File: config.mk
export PLATFORM = sky130hd
export DESIGN_NAME = scfifo_param
export DESIGN_NICKNAME = d
export VERILOG_FILES = /design/src/rtl/scfifo_param.sv
export SDC_FILE = /design/constraint.sdc
export NUM_CORES = 2
export LEC_CHECK = 0
export ABC_AREA = 1
export CORE_MARGIN = 2
export CORE_UTILIZATION = 30
export CTS_CLUSTER_DIAMETER = 60
export DETAILED_ROUTE_END_ITERATION = 6
export PLACE_DENSITY = 0.47
export SETUP_SLACK_MARGIN = 0.1
export SLEW_MARGIN = 20
export SYNTH_ARGS = -nofsm -noshare
export SYNTH_HDL_FRONTEND = slang
export SYNTH_SLANG_ARGS = --single-unit
File: constraint.sdc
create_clock -name sys_clk -period 2.89 [get_ports sys_clk]
set_clock_uncertainty 0.2 [all_clocks]
set_input_delay 0.578 -clock sys_clk [delete_from_list [all_inputs] [get_ports sys_clk]]
set_output_delay 0.578 -clock sys_clk [all_outputs]
set_load 0.02 [all_outputs]
File: src/rtl/scfifo_param.sv
// Parametrised single-clock FIFO with programmable thresholds, optional show-ahead
// read port, overflow/underflow pulses and synchronous clear.
module scfifo_param #(
    parameter int DATA_W     = 8,
    parameter int ADDR_W     = 8,
    parameter int AF_TH      = 2**ADDR_W - 2,
    parameter int AE_TH      = 2,
    parameter int SHOW_AHEAD = 0
) (
    input  logic              sys_clk,
    input  logic              sys_rst,
    input  logic              clr,
    input  logic              wrreq,
    input  logic [DATA_W-1:0] data,
    input  logic              rdreq,
    output logic [DATA_W-1:0] q,
    output logic              empty,
    output logic              full,
    output logic              almost_empty,
    output logic              almost_full,
    output logic [ADDR_W:0]   usedw,
    output logic              overflow,
    output logic              underflow
);

    localparam int              DEPTH     = 2**ADDR_W;
    localparam logic [ADDR_W:0] DEPTH_LVL = (ADDR_W+1)'(DEPTH);
    localparam logic [ADDR_W:0] AF_LVL    = (ADDR_W+1)'(AF_TH);
    localparam logic [ADDR_W:0] AE_LVL    = (ADDR_W+1)'(AE_TH);
    localparam logic [ADDR_W-1:0] PTR_STEP = {{(ADDR_W-1){1'b0}}, 1'b1};
    localparam logic [ADDR_W:0]   CNT_STEP = {{ADDR_W{1'b0}}, 1'b1};

    logic [DATA_W-1:0] mem [DEPTH];
    logic [ADDR_W-1:0] wr_ptr;
    logic [ADDR_W-1:0] rd_ptr;
    logic              wr_acc;
    logic              rd_acc;

    // Flags decode from the registered count; pointers wrap naturally and are never compared.
    assign empty        = (usedw == '0);
    assign full         = (usedw == DEPTH_LVL);
    assign almost_empty = (usedw <= AE_LVL);
    assign almost_full  = (usedw >= AF_LVL);

    // clr masks both requests so it wins over any simultaneous access.
    assign wr_acc = wrreq & ~full  & ~clr;
    assign rd_acc = rdreq & ~empty & ~clr;

    always_ff @(posedge sys_clk) begin
        if (wr_acc) begin
            mem[wr_ptr] <= data;
        end
    end

    always_ff @(posedge sys_clk or posedge sys_rst) begin
        if (sys_rst) begin
            wr_ptr    <= '0;
            rd_ptr    <= '0;
            usedw     <= '0;
            overflow  <= 1'b0;
            underflow <= 1'b0;
        end else if (clr) begin
            wr_ptr    <= '0;
            rd_ptr    <= '0;
            usedw     <= '0;
            overflow  <= 1'b0;
            underflow <= 1'b0;
        end else begin
            if (wr_acc) begin
                wr_ptr <= wr_ptr + PTR_STEP;
            end
            if (rd_acc) begin
                rd_ptr <= rd_ptr + PTR_STEP;
            end
            case ({wr_acc, rd_acc})
                2'b10:   usedw <= usedw + CNT_STEP;
                2'b01:   usedw <= usedw - CNT_STEP;
                default: usedw <= usedw;
            endcase
            overflow  <= wrreq & full;
            underflow <= rdreq & empty;
        end
    end

    generate
        if (SHOW_AHEAD != 0) begin : g_show_ahead
            // Head word is presented combinationally; forced to zero while empty.
            assign q = empty ? '0 : mem[rd_ptr];
        end else begin : g_normal
            always_ff @(posedge sys_clk or posedge sys_rst) begin
                if (sys_rst) begin
                    q <= '0;
                end else if (rd_acc) begin
                    q <= mem[rd_ptr];
                end
            end
        end
    endgenerate

endmodule

; After elaboration in Yosys (flattened, before gate mapping)
; Memories as Yosys holds them, arrays and structs flattened. A register that Yosys moved wholly into a read port is not among the register bits.
; Cells that the tools add are included.
[word_totals]
reg_bits = 27
ram_bits = 2048
inputBits = 13
out_inout_bits = 23
wordCells = 38
n_memories = 1
[classes]
add_sub_neg = 4
n_lt_le_gt_ge = 2
n_eq_ne = 3
mux = 10
n_bitwise = 9
n_reduce_logical = 4
[mem_list]
columns = memory, depth, width, rd, rd_ports_with_merged_regs, write_ports, line_no
row1 = mem, 256, 8, 1, 1, 1, 33  ; logic [DATA_W-1:0] mem [DEPTH];
[op_table]
columns = operator, count
row1 = $mux W8, 4
row2 = $pmux W9 S2, 1
row3 = $add A8 B1 Y8 const B, 2
row4 = $add A9 B1 Y9 const B, 1
row5 = $eq A9 B9 Y1 const B, 1
row6 = $ge A9 B8 Y1 const B, 1
row7 = $le A9 B2 Y1 const B, 1
row8 = $logic_not A9 Y1, 1
row9 = $mux W9, 1
row10 = $sub A9 B1 Y9 const B, 1
row11 = $and A1 B1 Y1, 6
row12 = $mux W1, 4
row13 = $reduce_bool A2 Y1, 2
row14 = $not A1 Y1, 3
row15 = $reduce_bool A3 Y1, 1
row16 = $eq A2 B1 Y1 const B, 1
row17 = $eq A2 B2 Y1 const B, 1

; Logic depth before layout (Yosys ltp)
[depth]
depth_word = 7
depth_mapped = 21
depth_no_buf = 18

; Worst setup path after synthesis
; Ideal clock, no wire load.
[synth_path]
path_type = register to register
start = reg usedw[4]
end = mem mem[153][0], enable pin
setup_ns = 0.370
t_arrival_ns = 2.085
t_required_ns = 2.320
slack_ns = 0.235
path_stages_with_launch = 9
path_buffers = 2
period_less_slack_ns = 2.655
cell_sequence = dfrtp_1 -> buf_2 -> nor2_2 -> nand2_1 -> nor2_2 -> nor2_2 -> clkbuf_1 -> nand2_1 -> nor2_1
[synth_via]
elab_chain_len = 6
[synth_lines]
columns = element, line_no
row1 = from (decl), 21  ; output logic [ADDR_W:0] usedw,
row2 = from (signal assigned), 76  ; 2'b10: usedw <= usedw + CNT_STEP;
row3 = from (signal assigned), 77  ; 2'b01: usedw <= usedw - CNT_STEP;
row4 = from (signal assigned), 78  ; default: usedw <= usedw;
row5 = $eq A9 B9 Y1, 41  ; assign full = (usedw == DEPTH_LVL);
row6 = net full, 18  ; output logic full,
row7 = $not A1 Y1, 46  ; assign wr_acc = wrreq & ~full & ~clr;
row8 = $and A1 B1 Y1 (2 in series), 46
row9 = $mux W1, 50  ; if (wr_acc) begin
row10 = $mux W1 (implied by the code), 51  ; mem[wr_ptr] <= data;
row11 = to (decl), 33
; The timed path passes the listed nets, and every way through them passes these cells.

==> metrics <==
top fanout value on the critical path 14; Max Cap Viol 0; CP endpoint kind flop; r2r worst-path depth 20; Top Layer Used met5; Hold Crit Depth 5; worst r2r src rd_ptr[0]; number of H-tree levels 4; status finished, final reports clean; DR WL/cell 22.3 µm; top cells by area, synth edfxtp_1 70%, nand2_1 8.9%, nor2_1 5.9%, nand3_1 3.4%, o21ai_0 3.1%; max_slew headroom 45.6%; Cell variety after synth 39; core area 291,000 µm²; clock-pin slew on the worst setup and hold paths 60 ps; Port Buffers 35; most frequent cells in the layout 2,048 x edfxtp_1, 1,981 x nand2_1, 1,326 x nor2_1; Final setup viols 0; DRT iter0 DRCs 5,531; startpoint types flop; P_leak 41.2 nW; buffer depth of the longest clock path 4; top cell type's share of synthesized area 70.2%; vias 60,700; drt pass-1 iters 5; post-DP HPWL 169,000 µm; peak supply drop 524 µV; Synthesis Warnings 0; reg2reg end q[5]; slowest stage cell on the critical path dfrtp_4; switching pwr 0.0299 W; IO Count 36; largest delay contributor family on the critical path buffers and inverters; Seq/Total Area, Yosys 71.2%; final hold viol count 0; Buf/Inv on CP 7; Final #Nets 8,724; Initial Util 30.1%; antenna violations before repair 14; Clock Power Share 31.0%; Worst Hold Margin 242 ps; pre-CTS WS -432 ps; RSZ-0062 raised after global routing yes; fraction of layout cells with a size suffix above 1 16.8%; DRC violations left 0; Syn Area/Cell 10.9 µm²; number of vias per cell 4.75; minimum clock period 2810 ps; setup slack, reg-to-reg 80 ps; total track usage 18.6%; Fin Setup TNS 0 ps; met3 wire len 16,100 µm; first-pass GRT wire length 407,000 µm; commonest non-fill, non-tap cell in the layout edfxtp_1; row count 198; mapped cell area 87,600 µm²; area leader, netlist edfxtp_1; Area growth, synth to finish 24.9%; Clk Latency, worst-skew pair 900 ps; Syn Inst Count 8,002; Die Span X 544 µm; CTS root buf clkbuf_16; Die Area 296,000 µm²; worst setup margin 80.3 ps; fin. max-slew vios 0; final WL 285,000 µm; met2 wire len 135,000 µm; critical path required time 3470 ps; Yosys reg bits 2,083; WL met1 126,000 µm; vias in the first global route 59,000; Antenna Violating Nets Remaining 0; grt ovf 0; Flop pwr share 36.9%; Worst Min Path Start rdreq; sw frac 32.9%; Gate power share 32.1%; most frequent CP cell nand2_1; Clock Sinks 2,083; largest net degree at the start of global routing 88; cell-internal power 0.0611 W; fmax 356 MHz; PD cells 832 nW/µm²; worst-margin pin slew 815 ps; total CTS buffers 228; RD Place Congestion 0.875; CTS tree done; part of the cycle the worst path needs 97.2%; height of the die 544 µm; net count after synthesis 8,023; CP cell instances buf_12 -> buf_16 -> buf_16 -> buf_12 -> buf_4 -> nor2_2 -> nor2_1 -> o21ai_0 -> o21ai_1 -> nand2_1 -> nand2_2 -> inv_2 -> nand2_1 -> nand2_1 -> nand3_1 -> nand3_2 -> buf_6 -> nand2_1 -> nand2_1 -> nand2_1; worst hold path type input pin to flop; Worst Hold End underflow; Worst EP arrival 3380 ps; slowest stage delay, CP 490 ps; Worst Path Class, Setup flop to flop
worst reg2reg max path, stage by stage, from the launching register on:
cell,delay [ps]
dfrtp_4,490
buf_12,170
buf_16,170
buf_16,200
buf_12,160
buf_4,160
nor2_2,90
nor2_1,40
o21ai_0,80
o21ai_1,90
nand2_1,70
nand2_2,60
inv_2,70
nand2_1,70
nand2_1,80
nand3_1,110
nand3_2,110
buf_6,120
nand2_1,50
nand2_1,70
nand2_1,50
Yosys cell counts, drive strengths merged:
cell / instances
o21a: 1
nor3: 4
a211oi: 1
edfxtp: 2048
xor2: 1
nor3b: 1
and3: 1
nand4: 7
clkbuf: 160
nand3: 587
a21oi: 115
o21bai: 1
o211ai: 109
o22ai: 4
o21ai: 645
nor2: 1372
inv: 499
buf: 292
ha: 8
clkinv: 18
o31ai: 1
a31oi: 7
or2: 6
dfrtp: 35
nand2: 2078
nand3b: 1
layer usage:
metal / up-vias / global-route usage (%)
met1: 30000 / 25.5
met3: 383 / 2.56
met5: - / 0
li1: 28500 / -
met4: 4 / 5.34
met2: 1737 / 30.7
worst max path at each step:
stage / startpoint / to / slack, ps / depth (start not counted)
6_report: rd_ptr[0] / q[5] / 80 / 20
5_1_grt: rd_ptr[0] / q[4] / 3 / 19
4_1_cts: rd_ptr[0] / q[3] / -20 / 16
3_5_place_dp: rd_ptr[0] / q[3] / -430 / 18
3_3_place_gp: rd_ptr[0] / q[3] / -430 / 18
2_1_floorplan: usedw[4] / mem[153][0] / 240 / 8
kinds of logic (layout without fill, tap and decap cells):
group | Yosys count | count (layout) | synth area share (%)
compound gates | 884 | 884 | 5.40
xor+xnor | 1 | 1 | 0.0100
fa+ha+maj | 8 | 8 | 0.114
buf+inv | 969 | 1848 | 4.92
flops | 2083 | 2083 | 71.2
other cells | 0 | 7 | 0
simple gates | 4057 | 4057 | 18.3
power groups by stage:
stage	Combinational (W)	Sequential, W	Clock [W]
2_1_floorplan	0.0136	0.0342	0
3_3_place_gp	0.0233	0.0343	0
3_5_place_dp	0.0233	0.0343	0
4_1_cts	0.0267	0.0336	0.0288
5_1_grt	0.0318	0.0336	0.0299
6_report	0.0292	0.0336	0.0282
sequential cells by signal (all words and copies together), names as in the netlist:
name       flops
mem         2048
rd_ptr         8
q              8
wr_ptr         8
underflow      1
usedw          9
overflow       1
per-stage QoR:
stage / instance area, µm² / util [%] / total power, W / std cells
after floorplan: 87600 / - / 0.0478 / 8002
after global placement: 98000 / 33.7 / 0.0576 / 12200
after detailed placement: 98000 / 33.7 / 0.0576 / 12200
after CTS: 107000 / 36.9 / 0.0891 / 12700
after global routing: 109000 / 37.6 / 0.0953 / 12800
final: 109000 / 37.6 / 0.0910 / 12800
cell type report:
class	instances	area, µm²
multi-input combinational	4950	22000
tap	3900	4880
inverter	517	2010
antenna	7	17.5
clock inverter	119	1070
sequential	2083	62400
clock buffer	289	6010
timing repair buffer	921	10900
timing repair inverter	2	25.0
fill	28200	181000
timing repair:
action,CTS,global route
setup endpoints to repair,25,13
hold buffers,9,0
pin swaps,25,102
setup buffers,19,45
cloned,33,30
resized for setup,219,348
endpoints found under the hold margin,225,0
(Power assumes the default switching activity.)
